## src/rtl/dmem_arbiter_pkg.sv

```systemverilog
`default_nettype none
// ============================================================================
// Module      : dmem_arbiter_pkg
// Description : Shared types and constants for the data-memory arbiter.
// Revision    : 1.0 - initial release
// ============================================================================
package dmem_arbiter_pkg;

    // FSM state encoding
    typedef enum logic [1:0] {
        ST_IDLE   = 2'd0,
        ST_ACCESS = 2'd1,
        ST_RESP   = 2'd2
    } state_t;

    // Requester identifiers
    localparam logic REQ_A = 1'b0;
    localparam logic REQ_B = 1'b1;

    // Default geometry
    localparam int DEF_ADDR_W = 8;
    localparam int DEF_DATA_W = 32;
    localparam int DEF_DEPTH  = 64;

endpackage : dmem_arbiter_pkg
`default_nettype wire

```

## src/rtl/dmem_arbiter_rr_arb2.sv

```systemverilog
`default_nettype none
// ============================================================================
// Module      : rr_arb2
// Description : Two-way round-robin pick. A lone requester wins outright; on
//               a collision the pointer decides. The pointer moves to the
//               non-winner whenever a grant is committed.
// Revision    : 1.0 - initial release
// ============================================================================
module rr_arb2
    import dmem_arbiter_pkg::*;
(
    input  logic clk,
    input  logic rst,
    input  logic i_req_a,
    input  logic i_req_b,
    input  logic i_commit,   // grant is being taken this cycle
    output logic o_valid,
    output logic o_winner
);

    logic r_ptr;
    logic w_winner;

    // Pick the winner: single requester outright, pointer on collision
    always_comb begin
        w_winner = REQ_A;
        if (i_req_a && i_req_b) begin
            w_winner = r_ptr;
        end else if (i_req_b) begin
            w_winner = REQ_B;
        end
    end

    assign o_valid  = i_req_a | i_req_b;
    assign o_winner = w_winner;

    // Hand priority to the other side after every committed grant
    always_ff @(posedge clk) begin
        if (rst) begin
            r_ptr <= REQ_A;
        end else if (i_commit && o_valid) begin
            r_ptr <= ~w_winner;
        end
    end

endmodule : rr_arb2
`default_nettype wire

```

## src/rtl/dmem_arbiter.sv

```systemverilog
`default_nettype none
// ============================================================================
// Module      : dmem_arbiter
// Description : Arbitrates a core (A) and a loader (B) onto one single-port
//               data memory. Three-cycle transaction: IDLE (grant/latch),
//               ACCESS (memory driven), RESP (ack, registered rdata).
// Revision    : 1.0 - initial release
// ============================================================================
module dmem_arbiter
    import dmem_arbiter_pkg::*;
#(
    parameter int ADDR_W = DEF_ADDR_W,
    parameter int DATA_W = DEF_DATA_W,
    parameter int DEPTH  = DEF_DEPTH
)(
    input  logic              clk,
    input  logic              reset,
    input  logic              a_req,
    input  logic              a_we,
    input  logic [ADDR_W-1:0] a_addr,
    input  logic [DATA_W-1:0] a_wdata,
    input  logic              b_req,
    input  logic              b_we,
    input  logic [ADDR_W-1:0] b_addr,
    input  logic [DATA_W-1:0] b_wdata,
    output logic              a_ack,
    output logic              b_ack,
    output logic [DATA_W-1:0] rdata,
    output logic              err,
    output logic              mem_write_enable,
    output logic              mem_mode,
    output logic [ADDR_W-1:0] mem_address,
    output logic [DATA_W-1:0] mem_data_in,
    input  logic [DATA_W-1:0] mem_data_out
);

    // One extra bit so DEPTH == 2**ADDR_W is still representable
    localparam logic [ADDR_W:0] c_DEPTH = DEPTH[ADDR_W:0];

    state_t              r_state;
    state_t              w_next;
    logic                r_we;
    logic [ADDR_W-1:0]   r_addr;
    logic [DATA_W-1:0]   r_wdata;
    logic                r_id;
    logic [DATA_W-1:0]   r_rdata;
    logic                w_valid;
    logic                w_winner;
    logic                w_grant;
    logic                w_in_range;

    assign w_grant    = (r_state == ST_IDLE) && w_valid;
    assign w_in_range = ({1'b0, r_addr} < c_DEPTH);

    rr_arb2 u_rr_arb2 (
        .clk      (clk),
        .rst      (reset),
        .i_req_a  (a_req),
        .i_req_b  (b_req),
        .i_commit (w_grant),
        .o_valid  (w_valid),
        .o_winner (w_winner)
    );

    // State register
    always_ff @(posedge clk) begin
        if (reset) begin
            r_state <= ST_IDLE;
        end else begin
            r_state <= w_next;
        end
    end

    // Next state and memory/handshake outputs
    always_comb begin
        w_next           = r_state;
        mem_mode         = 1'b1;
        mem_write_enable = 1'b0;
        a_ack            = 1'b0;
        b_ack            = 1'b0;
        err              = 1'b0;
        case (r_state)
            ST_IDLE: begin
                if (w_valid) begin
                    w_next = ST_ACCESS;
                end
            end
            ST_ACCESS: begin
                w_next           = ST_RESP;
                // Reset in this cycle aborts the access before the memory
                // can commit a write on the same edge.
                mem_mode         = reset;
                mem_write_enable = r_we & w_in_range & ~reset;
            end
            ST_RESP: begin
                w_next = ST_IDLE;
                a_ack  = (r_id == REQ_A);
                b_ack  = (r_id == REQ_B);
                err    = ~w_in_range;
            end
            default: begin
                w_next = ST_IDLE;
            end
        endcase
    end

    // Latch the winner's request on grant; capture the result leaving ACCESS
    always_ff @(posedge clk) begin
        if (reset) begin
            r_we    <= 1'b0;
            r_addr  <= '0;
            r_wdata <= '0;
            r_id    <= REQ_A;
            r_rdata <= '0;
        end else begin
            if (w_grant) begin
                r_id    <= w_winner;
                r_we    <= (w_winner == REQ_B) ? b_we    : a_we;
                r_addr  <= (w_winner == REQ_B) ? b_addr  : a_addr;
                r_wdata <= (w_winner == REQ_B) ? b_wdata : a_wdata;
            end
            if (r_state == ST_ACCESS) begin
                if (!w_in_range) begin
                    r_rdata <= '0;
                end else if (r_we) begin
                    r_rdata <= r_wdata;
                end else begin
                    r_rdata <= mem_data_out;
                end
            end
        end
    end

    assign rdata       = r_rdata;
    assign mem_address = r_addr;
    assign mem_data_in = r_wdata;

endmodule : dmem_arbiter
`default_nettype wire

```

## config.mk

```make
export PLATFORM = sky130hd
export DESIGN_NAME = dmem_arbiter
export DESIGN_NICKNAME = d
export VERILOG_FILES = /design/src/rtl/dmem_arbiter_pkg.sv /design/src/rtl/dmem_arbiter_rr_arb2.sv /design/src/rtl/dmem_arbiter.sv
export SDC_FILE = /design/constraint.sdc
export NUM_CORES = 1
export LEC_CHECK = 0
export BUFFER_PORTS_ARGS = -buffer_cell sky130_fd_sc_hd__buf_2
export CAP_MARGIN = 30
export CORE_MARGIN = 2
export CORE_UTILIZATION = 49
export DETAILED_ROUTE_END_ITERATION = 16
export GPL_ROUTABILITY_DRIVEN = 0
export MAX_ROUTING_LAYER = met4
export PLACE_DENSITY = 0.9
export SETUP_SLACK_MARGIN = 0.2
export SYNTH_ARGS = -nofsm -noshare
export SYNTH_HDL_FRONTEND = slang
export SYNTH_SLANG_ARGS = --single-unit
```

## constraint.sdc

```tcl
create_clock -name clk -period 3.5 [get_ports clk]
set_clock_uncertainty 0.1 [all_clocks]
set_input_delay 0 -clock clk [delete_from_list [all_inputs] [get_ports clk]]
set_output_delay 0 -clock clk [all_outputs]
set_load 0.02 [all_outputs]
```

-- Word-level counts from Yosys, hierarchy flattened
Index checks and enable logic that the tools add are counted.
- bits in registers: 77
- bits of input ports: 118
- output and inout bits: 77
- logic and storage cells: 36
- magnitude comparators: 1
- equal/unequal tests: 3
- multiplexer cells: 14
- bitwise logic cells: 7
- reduce and logical (&&, ||, !) cells: 4
- operators by type and width (operator ; count):
    32-bit 2-to-1 mux ; 3
    8-bit by 7-bit less-than comparator with 1-bit output (second input constant) ; 1
    1-bit 2-to-1 mux ; 8
    8-bit 2-to-1 mux ; 1
    1-bit inverter ; 4
    2-bit one-hot mux with 2 select lines ; 1
    1-bit logical AND ; 3
    1-bit bitwise AND ; 2
    2-bit by 1-bit == test with 1-bit output (second input constant) ; 1
    2-bit == test (second input constant) ; 1
    2-bit zero test ; 1
    2-bit 2-to-1 mux ; 1
    2-bit by 1-bit inequality test with 1-bit output (second input constant) ; 1
    1-bit bitwise OR ; 1

-- Logic depth before layout (Yosys ltp)
Gate-level depths: netlist of run 1.
- depth in word-level cells: 4
- depth in mapped cells: 5
- gate-level depth less buffers: 3

-- Hierarchy
From an unflattened synthesis of run 1, not the netlist that was laid out.
- cells, all modules: 351
- area total of the unflattened synthesis: 3485.8 sq um
- by module, submodules not included (module ; instances ; cells each ; area an instance (sq um) ; sequential area each (sq um)):
    dmem_arbiter ; 1 ; 344 ; 3422.0 ; 1521.5
    rr_arb2 ; 1 ; 7 ; 63.8 ; 20.0

-- Least setup slack after synthesis of run 1
Ideal clock, no wire load.
- kind: register to register
- start: register r_we
- end: register r_rdata[10] (netlist: rdata[10])
- setup time: 0.128 ns
- arrival: 1.170 ns
- required time: 3.272 ns
- path slack: 2.102 ns
- cell stages (with the launch flop): 6
- path buffers: 2
- period minus slack after synthesis: 1.398 ns
- cells stage by stage: dfxtp_1 > buf_2 > buf_2 > mux2_2 > a22oi_2 > nor2_1
- longest elaborated chain between the ends: 2
- ends and longest elaborated chain (item ; line ; RTL):
    start: declaration ; dmem_arbiter.sv:42 ; logic r_we;
    start signal: assignment ; dmem_arbiter.sv:118 ; r_we <= (w_winner == REQ_B) ? b_we : a_we;
    32-bit 2-to-1 mux ; dmem_arbiter.sv:125 ; end else if (r_we) begin
    32-bit 2-to-1 mux ; dmem_arbiter.sv:123 ; if (!w_in_range) begin
    end signal: assignment ; dmem_arbiter.sv:126 ; r_rdata <= r_wdata;
    end signal: assignment ; dmem_arbiter.sv:128 ; r_rdata <= mem_data_out;
    end: declaration ; dmem_arbiter.sv:46 ; logic [DATA_W-1:0] r_rdata;
Every way passes these cells.
A chain may end at the register's enable or synchronous reset.

-- Worst setup path in the final report of run 1
- start: register r_state[1]
- end: register r_wdata[17] (netlist: mem_data_in[17])
- longest elaborated chain between the ends: 2
- ends and longest elaborated chain (item ; line ; RTL):
    start: declaration ; dmem_arbiter.sv:40 ; state_t r_state;
    start signal: assignment ; dmem_arbiter.sv:70 ; r_state <= w_next;
    2-bit zero test ; dmem_arbiter.sv:52 ; assign w_grant = (r_state == ST_IDLE) && w_valid;
    1-bit logical AND ; dmem_arbiter.sv:52 ;
    end signal: assignment ; dmem_arbiter.sv:120 ; r_wdata <= (w_winner == REQ_B) ? b_wdata : a_wdata;
    end: declaration ; dmem_arbiter.sv:44 ; logic [DATA_W-1:0] r_wdata;
Every way passes these cells.

==> results of run 1 <==
through the flow:
step,utilization [%],hold WS [ns],cell area (um2),power (W),instances
6_report,81.98,0.09672,5978,0.002504,793
5_1_grt,81.98,0.1281,5978,0.002569,793
4_1_cts,81.95,0.02419,5976,0.002433,792
3_5_place_dp,63.23,0.1745,4611,0.001570,662
3_3_place_gp,63.23,0.1688,4611,0.001552,662
2_1_floorplan,-,0.06155,3704,0.001390,406
flip-flops by register name (all words and copies together), names as in the netlist:
register	cells
u_rr_arb2.r_ptr	1
r_we	1
rdata	32
r_state	2
mem_data_in	32
mem_address	8
r_id	1
final cells by class:
type / count / area (um2)
clock buffers: 10 / 137.6
clock inverters: 6 / 86.33
diodes: 1 / 2.502
repair buffers: 317 / 2180
multi-input cells: 281 / 1899
well taps: 99 / 123.9
inverters: 2 / 7.507
flip-flops and latches: 77 / 1541
fillers: 391 / 1314
power groups by stage:
stage | clock (W) | combinational [W] | sequential (W)
finish | 0.000770 | 0.000722 | 0.00101
global route | 0.000796 | 0.000755 | 0.00102
CTS | 0.000758 | 0.000671 | 0.00100
detailed placement | 0 | 0.000547 | 0.00102
global placement | 0 | 0.000533 | 0.00102
floorplan | 0 | 0.000303 | 0.00109
cells in the final DEF, fill, tap and decap left out:
cell / instances
a21oi_1: 1
bufinv_16: 2
nand2_1: 2
and3_1: 1
clkinv_4: 1
nand3_1: 82
nor3_1: 1
clkinvlp_4: 1
nor3b_4: 2
o21ai_0: 41
clkbuf_8: 10
a22oi_2: 30
or2_1: 1
nor4b_4: 1
clkinv_2: 2
dfxtp_1: 77
a31oi_1: 41
nand2b_1: 1
nor2_1: 38
nand2b_2: 2
dlygate4sd3_1: 114
a211oi_1: 1
o21ai_1: 1
diode_2: 1
buf_4: 9
a22oi_1: 2
buf_2: 194
mux2_2: 32
nor2_2: 1
inv_1: 2
synthesized netlist by cell type:
cell type   n
o21ai_0    41
nor3b_4     1
nor3b_2     1
a22oi_1     2
a211oi_1    1
o21ai_1     1
mux2_2     32
buf_2      14
clkbuf_1   18
a21oi_1     1
inv_1       2
a31oi_1    41
nor4b_4     1
buf_6       7
nand3_1    82
dfxtp_1    77
a22oi_2    30
nand2b_1    3
and3_1      1
nor2_1     39
or2_1       1
buf_4       7
nand2_1     2
nor3_1      1
worst max-delay path by stage:
| stage | startpoint | end | slack [ns] | cells past startpoint |
|---|---|---|---|---|
| 4_1_cts | r_state[1] | mem_data_in[7] | 0.88 | 5 |
| 3_5_place_dp | r_state[1] | mem_data_in[7] | 1.43 | 4 |
| 6_report | r_state[1] | mem_data_in[17] | 0.56 | 5 |
| 2_1_floorplan | r_we | rdata[10] | 2.10 | 5 |
| 3_3_place_gp | r_state[1] | mem_data_in[15] | 1.52 | 4 |
| 5_1_grt | r_state[1] | mem_data_in[17] | 0.47 | 5 |
worst register-to-register path: cells and delay by family (launching register included):
| family | cells | cell delay [ns] |
|---|---|---|
| compound gates | 2 | 0.31 |
| buf+inv | 2 | 1.03 |
| flops | 1 | 0.57 |
| simple gates | 1 | 0.87 |
cell families (layout without fill, tap and decap cells):
family	Yosys count	in the layout	share of synthesized area (%)
multiplexers	32	32	9.730
other	0	1	0
AND/OR/NAND/NOR	132	132	17.70
flip-flops	77	77	41.62
AO/OA/AOI/OAI	117	117	23.48
buffers and inverters	48	335	7.466
layer usage:
layer / up-vias / part of all wire (%)
met3: 144 / 10
met1: 2242 / 34
li1: 2061 / -
met5: - / 0
met4: 0 / 7.8
met2: 468 / 48
==> impl_metrics.prom, run 1 <==
# TYPE chip_impl_metric gauge
chip_impl_info{name="ys_top_cells_by_area",value="dfxtp_1 (42%), nand3_1 (11%), a22oi_2 (10%), mux2_2 (9.7%), a31oi_1 (6.9%)"} 1
chip_impl_metric{name="timing.final.hold_violations",unit=""} 0
chip_impl_info{name="hold_path_startpoint",value="reset"} 1
chip_impl_metric{name="yosys_warnings",unit=""} 0
chip_impl_metric{name="drt-wirelength-per-cell",unit="um"} 21.60
chip_impl_metric{name="vdd.ir_drop.worst",unit="uV"} 243.3
chip_impl_metric{name="setup_viol_count_final",unit=""} 0
chip_impl_metric{name="totalWireLength",unit="um"} 17130
chip_impl_metric{name="flow.area_growth_from_synthesis",unit="%"} 61.42
chip_impl_metric{name="maxClockFrequency",unit="GHz"} 0.3405
chip_impl_metric{name="clock_tree.htree_level_count",unit=""} 3
chip_impl_metric{name="chipHeight",unit="um"} 90.94
chip_impl_info{name="timing_worst_setup_path_type",value="reg2reg"} 1
chip_impl_info{name="most_utilized_layer_in_the_global_route_result",value="met2"} 1
chip_impl_metric{name="crit_buf_inv",unit=""} 2
chip_impl_metric{name="global_route.usage.met1",unit="%"} 41.95
chip_impl_info{name="grt_setup_unrepaired",value="false"} 1
chip_impl_metric{name="worst-r2r-cell-count",unit=""} 5
chip_impl_info{name="worst_setup_path_end_kind",value="flip-flop"} 1
chip_impl_info{name="tritoncts",value="built"} 1
chip_impl_metric{name="finalWorstPathRequiredPeriod",unit="ns"} 2.937
chip_impl_metric{name="slew_headroom",unit="%"} 30.51
chip_impl_metric{name="postSynthCellCount",unit=""} 406
chip_impl_info{name="rr_startpoint",value="r_state[1]"} 1
chip_impl_metric{name="cts.repair_timing.setup_buffer_count",unit=""} 0
chip_impl_info{name="worst_r2r_endpoint",value="mem_data_in[17]"} 1
chip_impl_metric{name="cts_sinks",unit=""} 77
chip_impl_metric{name="post_cts_resize_count",unit=""} 0
chip_impl_metric{name="clkPwrFrac",unit="%"} 30.7
chip_impl_metric{name="final.setup.worst_slack",unit="ns"} 0.5629
chip_impl_metric{name="power_switching_share",unit="%"} 32.52
chip_impl_metric{name="numCtsBuffers",unit=""} 9
chip_impl_metric{name="power.density",unit="nW/um2"} 418.9
chip_impl_metric{name="min_period_over_period",unit="%"} 83.92
chip_impl_metric{name="synth.cell_area",unit="um2"} 3704
chip_impl_metric{name="via_per_inst",unit=""} 6.198
chip_impl_info{name="path_delay_family",value="buffers and inverters"} 1
chip_impl_metric{name="die-area",unit="um2"} 8270
chip_impl_info{name="crit_path_top_delay_cell",value="or2_1"} 1
chip_impl_metric{name="final_layout_size_suffix_gt1_share",unit="%"} 41.41
chip_impl_metric{name="place_worst_setup_slack",unit="ns"} 1.427
chip_impl_metric{name="postSynthAreaPerCell",unit="um2"} 9.122
chip_impl_metric{name="first_global_vias",unit=""} 5137
chip_impl_metric{name="seq_power_share",unit="%"} 40.4
chip_impl_metric{name="reg2reg_setup_slack",unit="ns"} 0.56
chip_impl_metric{name="grt_first_pass_wirelength",unit="um"} 26700
chip_impl_metric{name="worstPathRequired",unit="ns"} 3.66
chip_impl_metric{name="track_usage",unit="%"} 41.48
chip_impl_metric{name="detailedRoute.firstIterationViolations",unit=""} 488
chip_impl_metric{name="maxCapViolCount",unit=""} 0
chip_impl_metric{name="p_leak",unit="nW"} 2.674
chip_impl_metric{name="core_area",unit="um2"} 7292
chip_impl_metric{name="setup_tns",unit="ns"} 0
chip_impl_metric{name="cts-hold-fix-buffers",unit=""} 114
chip_impl_info{name="hold_path_class",value="in2reg"} 1
chip_impl_metric{name="grt_start_max_net_pins",unit=""} 43
chip_impl_metric{name="rows",unit=""} 31
chip_impl_metric{name="cts.path.max_buffers",unit=""} 2
chip_impl_metric{name="worst-slew-pin-transition",unit="ns"} 1.042
chip_impl_metric{name="vias",unit=""} 4915
chip_impl_metric{name="crit_arrival",unit="ns"} 3.10
chip_impl_metric{name="buffer_ports.inserted",unit=""} 194
chip_impl_metric{name="die_width",unit="um"} 90.94
chip_impl_metric{name="groute.layer.met3.usage",unit="%"} 10.87
chip_impl_info{name="synth_area_leader_cell",value="dfxtp_1"} 1
chip_impl_info{name="timing.critical_path.cells",value="or2_1 > buf_4 > o21ai_0 > a31oi_1 > dlygate4sd3_1"} 1
chip_impl_metric{name="crit_path_max_incr_delay",unit="ns"} 0.87
chip_impl_info{name="crit_path_start_kind",value="flip-flop"} 1
chip_impl_metric{name="floorplan.initialDensity",unit="%"} 50.79
chip_impl_metric{name="power_spent_charging_and_discharging_nets",unit="W"} 0.0008145
chip_impl_metric{name="drt_first_pass_iters",unit=""} 6
chip_impl_metric{name="yosys_register_bits",unit=""} 77
chip_impl_metric{name="clock_insertion_delay_worst_skew",unit="ns"} 0.34
chip_impl_metric{name="synthDistinctLibCells",unit=""} 24
chip_impl_metric{name="hold-path-cell-count",unit=""} 2
chip_impl_metric{name="detail-route-antenna-nets",unit=""} 0
chip_impl_metric{name="number_of_nets_in_the_final_layout",unit=""} 806
chip_impl_metric{name="grt_overflow_total",unit=""} 0
chip_impl_info{name="cts_root_buffer",value="clkbuf_8"} 1
chip_impl_metric{name="synth.yosys.seq_area_share",unit="%"} 41.62
chip_impl_metric{name="report.final.slew_viol_count",unit=""} 0
chip_impl_metric{name="comb_power_share",unit="%"} 28.8
chip_impl_metric{name="met2_usage",unit="%"} 67.96
chip_impl_metric{name="route.detailed.drc",unit=""} 0
chip_impl_info{name="run_status",value="completed"} 1
chip_impl_metric{name="pin_count",unit=""} 195
chip_impl_metric{name="worst-path-max-fanout",unit=""} 31
chip_impl_info{name="hold-path-endpoint",value="rdata[14]"} 1
chip_impl_metric{name="grt_antenna_before_repair",unit=""} 1
chip_impl_metric{name="path_clk_slew",unit="ns"} 0.10
chip_impl_metric{name="share_of_yosys_cell_area_claimed_by_the_top_area_cell_type",unit="%"} 41.62
chip_impl_metric{name="cellInternalPower",unit="W"} 0.001690
chip_impl_metric{name="place_hpwl",unit="um"} 8139
chip_impl_metric{name="mappedNetlistNets",unit=""} 524
(Power assumes the default switching activity.)
==> inputs of run 2 (changes only) <==
- CORE_UTILIZATION: 49 -> 45
- PLACE_DENSITY: 0.9 -> 0.84
- clock period: 3.5 -> 3.05 ns (I/O delays scaled with it)
==> run 2 against run 1 <==
- core utilization fell by 7.9 points
- die area rose by 8.5%
- first-iteration DRC count down 37%
- clock power rose by 13%
- sequential power rose by 16%
- global-route usage fell by 6.8 points
- via count fell by 5.4%
- combinational power rose by 11%
- largest power group unchanged
==> impl_metrics.prom, run 2 (same netlist as run 1, synthesis figures left out) <==
# TYPE chip_impl_metric gauge
chip_impl_info{name="run_status",value="completed"} 1
chip_impl_metric{name="place_hpwl",unit="um"} 8074
chip_impl_metric{name="timing.final.hold_violations",unit=""} 0
chip_impl_info{name="worst_setup_path_end_kind",value="flip-flop"} 1
chip_impl_metric{name="drt-wirelength-per-cell",unit="um"} 19.32
chip_impl_metric{name="setup_viol_count_final",unit=""} 0
chip_impl_metric{name="track_usage",unit="%"} 34.68
chip_impl_metric{name="detail-route-antenna-nets",unit=""} 0
chip_impl_metric{name="setup_tns",unit="ns"} 0
chip_impl_metric{name="worst-path-max-fanout",unit=""} 25
chip_impl_metric{name="final_layout_size_suffix_gt1_share",unit="%"} 41.64
chip_impl_metric{name="report.final.slew_viol_count",unit=""} 0
chip_impl_metric{name="cts-hold-fix-buffers",unit=""} 114
chip_impl_metric{name="clock_tree.htree_level_count",unit=""} 3
chip_impl_metric{name="route.detailed.drc",unit=""} 0
chip_impl_metric{name="die_width",unit="um"} 94.72
chip_impl_info{name="timing_worst_setup_path_type",value="reg2reg"} 1
chip_impl_metric{name="path_clk_slew",unit="ns"} 0.08
chip_impl_metric{name="placed_cell_area",unit="um2"} 4627
chip_impl_metric{name="detailedRoute.firstIterationViolations",unit=""} 306
chip_impl_metric{name="grt_start_max_net_pins",unit=""} 49
chip_impl_metric{name="floorplan.initialDensity",unit="%"} 45.76
chip_impl_metric{name="slew_headroom",unit="%"} 34.49
chip_impl_metric{name="cts.repair_timing.setup_buffer_count",unit=""} 0
chip_impl_metric{name="buffer_ports.inserted",unit=""} 194
chip_impl_info{name="crit_path_start_kind",value="flip-flop"} 1
chip_impl_metric{name="first_global_vias",unit=""} 4808
chip_impl_info{name="tritoncts",value="built"} 1
chip_impl_info{name="cts_root_buffer",value="clkbuf_8"} 1
chip_impl_metric{name="worstPathRequired",unit="ns"} 3.23
chip_impl_info{name="grt_setup_unrepaired",value="false"} 1
chip_impl_metric{name="flow.area_growth_from_synthesis",unit="%"} 61.79
chip_impl_metric{name="grt_first_pass_wirelength",unit="um"} 23450
chip_impl_metric{name="power.density",unit="nW/um2"} 473.1
chip_impl_metric{name="grt_overflow_total",unit=""} 0
chip_impl_metric{name="fin_area",unit="um2"} 5992
chip_impl_metric{name="die-area",unit="um2"} 8972
chip_impl_info{name="layout.cells.most_common_list",value="buf_2 (194), dlygate4sd3_1 (114), nand3_1 (82)"} 1
chip_impl_metric{name="numCtsBuffers",unit=""} 9
chip_impl_metric{name="pin_count",unit=""} 195
chip_impl_metric{name="final_cell_utilization_of_the_core",unit="%"} 74.04
chip_impl_metric{name="finalWorstPathRequiredPeriod",unit="ns"} 2.616
chip_impl_metric{name="drt_first_pass_iters",unit=""} 6
chip_impl_info{name="hold_path_class",value="in2reg"} 1
chip_impl_metric{name="post_cts_resize_count",unit=""} 0
chip_impl_metric{name="vias",unit=""} 4651
chip_impl_metric{name="min_period_over_period",unit="%"} 85.77
chip_impl_metric{name="cts.path.max_buffers",unit=""} 2
chip_impl_metric{name="rows",unit=""} 33
chip_impl_metric{name="maxCapViolCount",unit=""} 0
chip_impl_metric{name="via_per_inst",unit=""} 5.821
chip_impl_metric{name="maxClockFrequency",unit="GHz"} 0.3823
chip_impl_metric{name="core_area",unit="um2"} 8093
chip_impl_metric{name="chipHeight",unit="um"} 94.72
chip_impl_metric{name="p_leak",unit="nW"} 2.679
chip_impl_metric{name="number_of_nets_in_the_final_layout",unit=""} 807
chip_impl_metric{name="totalWireLength",unit="um"} 15440
chip_impl_metric{name="cts_sinks",unit=""} 77
chip_impl_metric{name="insertedDiodeCount",unit=""} 0
chip_impl_metric{name="grt_antenna_before_repair",unit=""} 0
chip_impl_info{name="final_common_cell",value="buf_2"} 1
chip_impl_metric{name="vdd.ir_drop.worst",unit="uV"} 261.1
chip_impl_metric{name="clock_insertion_delay_worst_skew",unit="ns"} 0.34
chip_impl_metric{name="crit_arrival",unit="ns"} 2.80
chip_impl_metric{name="worst-slew-pin-transition",unit="ns"} 0.9827
run 2: cell count changes in the layout (fill, tap and decap cells not counted):
cell     delta
buf_4       +1
dfxtp_1     -1
dfxtp_2     +1
diode_2     -1
run 2: stage by stage:
step           worst slack (ns)  power [W]  hold slack [ns]  instances
4_1_cts                  0.5503   0.002800          0.04266        799
3_5_place_dp              1.101   0.001808           0.1777        669
3_3_place_gp              1.123   0.001789           0.1686        669
6_report                 0.4340   0.002835          0.07104        799
5_1_grt                  0.2928   0.002943          0.08801        799
2_1_floorplan             1.652   0.001595          0.06155        406
run 2: final timing paths:
path                                       from               to  slack (ns)  cells past startpoint
worst max-delay path                 r_state[1]  mem_data_in[29]        0.43                      5
worst min-delay path                      b_req             r_id        0.07                      4
worst max register to register       r_state[1]  mem_data_in[29]        0.43                      5
worst min register to register  u_rr_arb2.r_ptr  u_rr_arb2.r_ptr        0.41                      1
run 2: power by group:
| group | switching [W] | leakage, nW | total, W | internal [W] |
|---|---|---|---|---|
| Sequential | 0.0000805 | 0.631 | 0.00117 | 0.00109 |
| Combinational | 0.000427 | 1.94 | 0.000800 | 0.000373 |
| Clock | 0.000387 | 0.112 | 0.000869 | 0.000482 |
| Total | 0.000894 | 2.68 | 0.00283 | 0.00194 |
run 2: final cells by class:
cell class / instances / area (um2)
repair buffers: 318 / 2187
fillers: 579 / 2101
multi-input cells: 281 / 1899
flip-flops and latches: 77 / 1543
clock buffers: 10 / 137.6
well taps: 105 / 131.4
clock inverters: 6 / 86.33
inverters: 2 / 7.507
run 2: critical path, cell delays in order (launching register included):
cell and delay (ns):
dfxtp_1 0.53, or2_1 0.59, buf_4 0.39, o21ai_0 0.14, a31oi_1 0.21, dlygate4sd3_1 0.59
run 2: routing by layer:
metal | global-route usage, % | up-vias | part of all wire [%]
met4 | 22.83 | 0 | 5.1
met2 | 56.44 | 367 | 50
met5 | - | - | 0
li1 | - | 2062 | -
met1 | 37.93 | 2136 | 36
met3 | 7.901 | 86 | 8.6
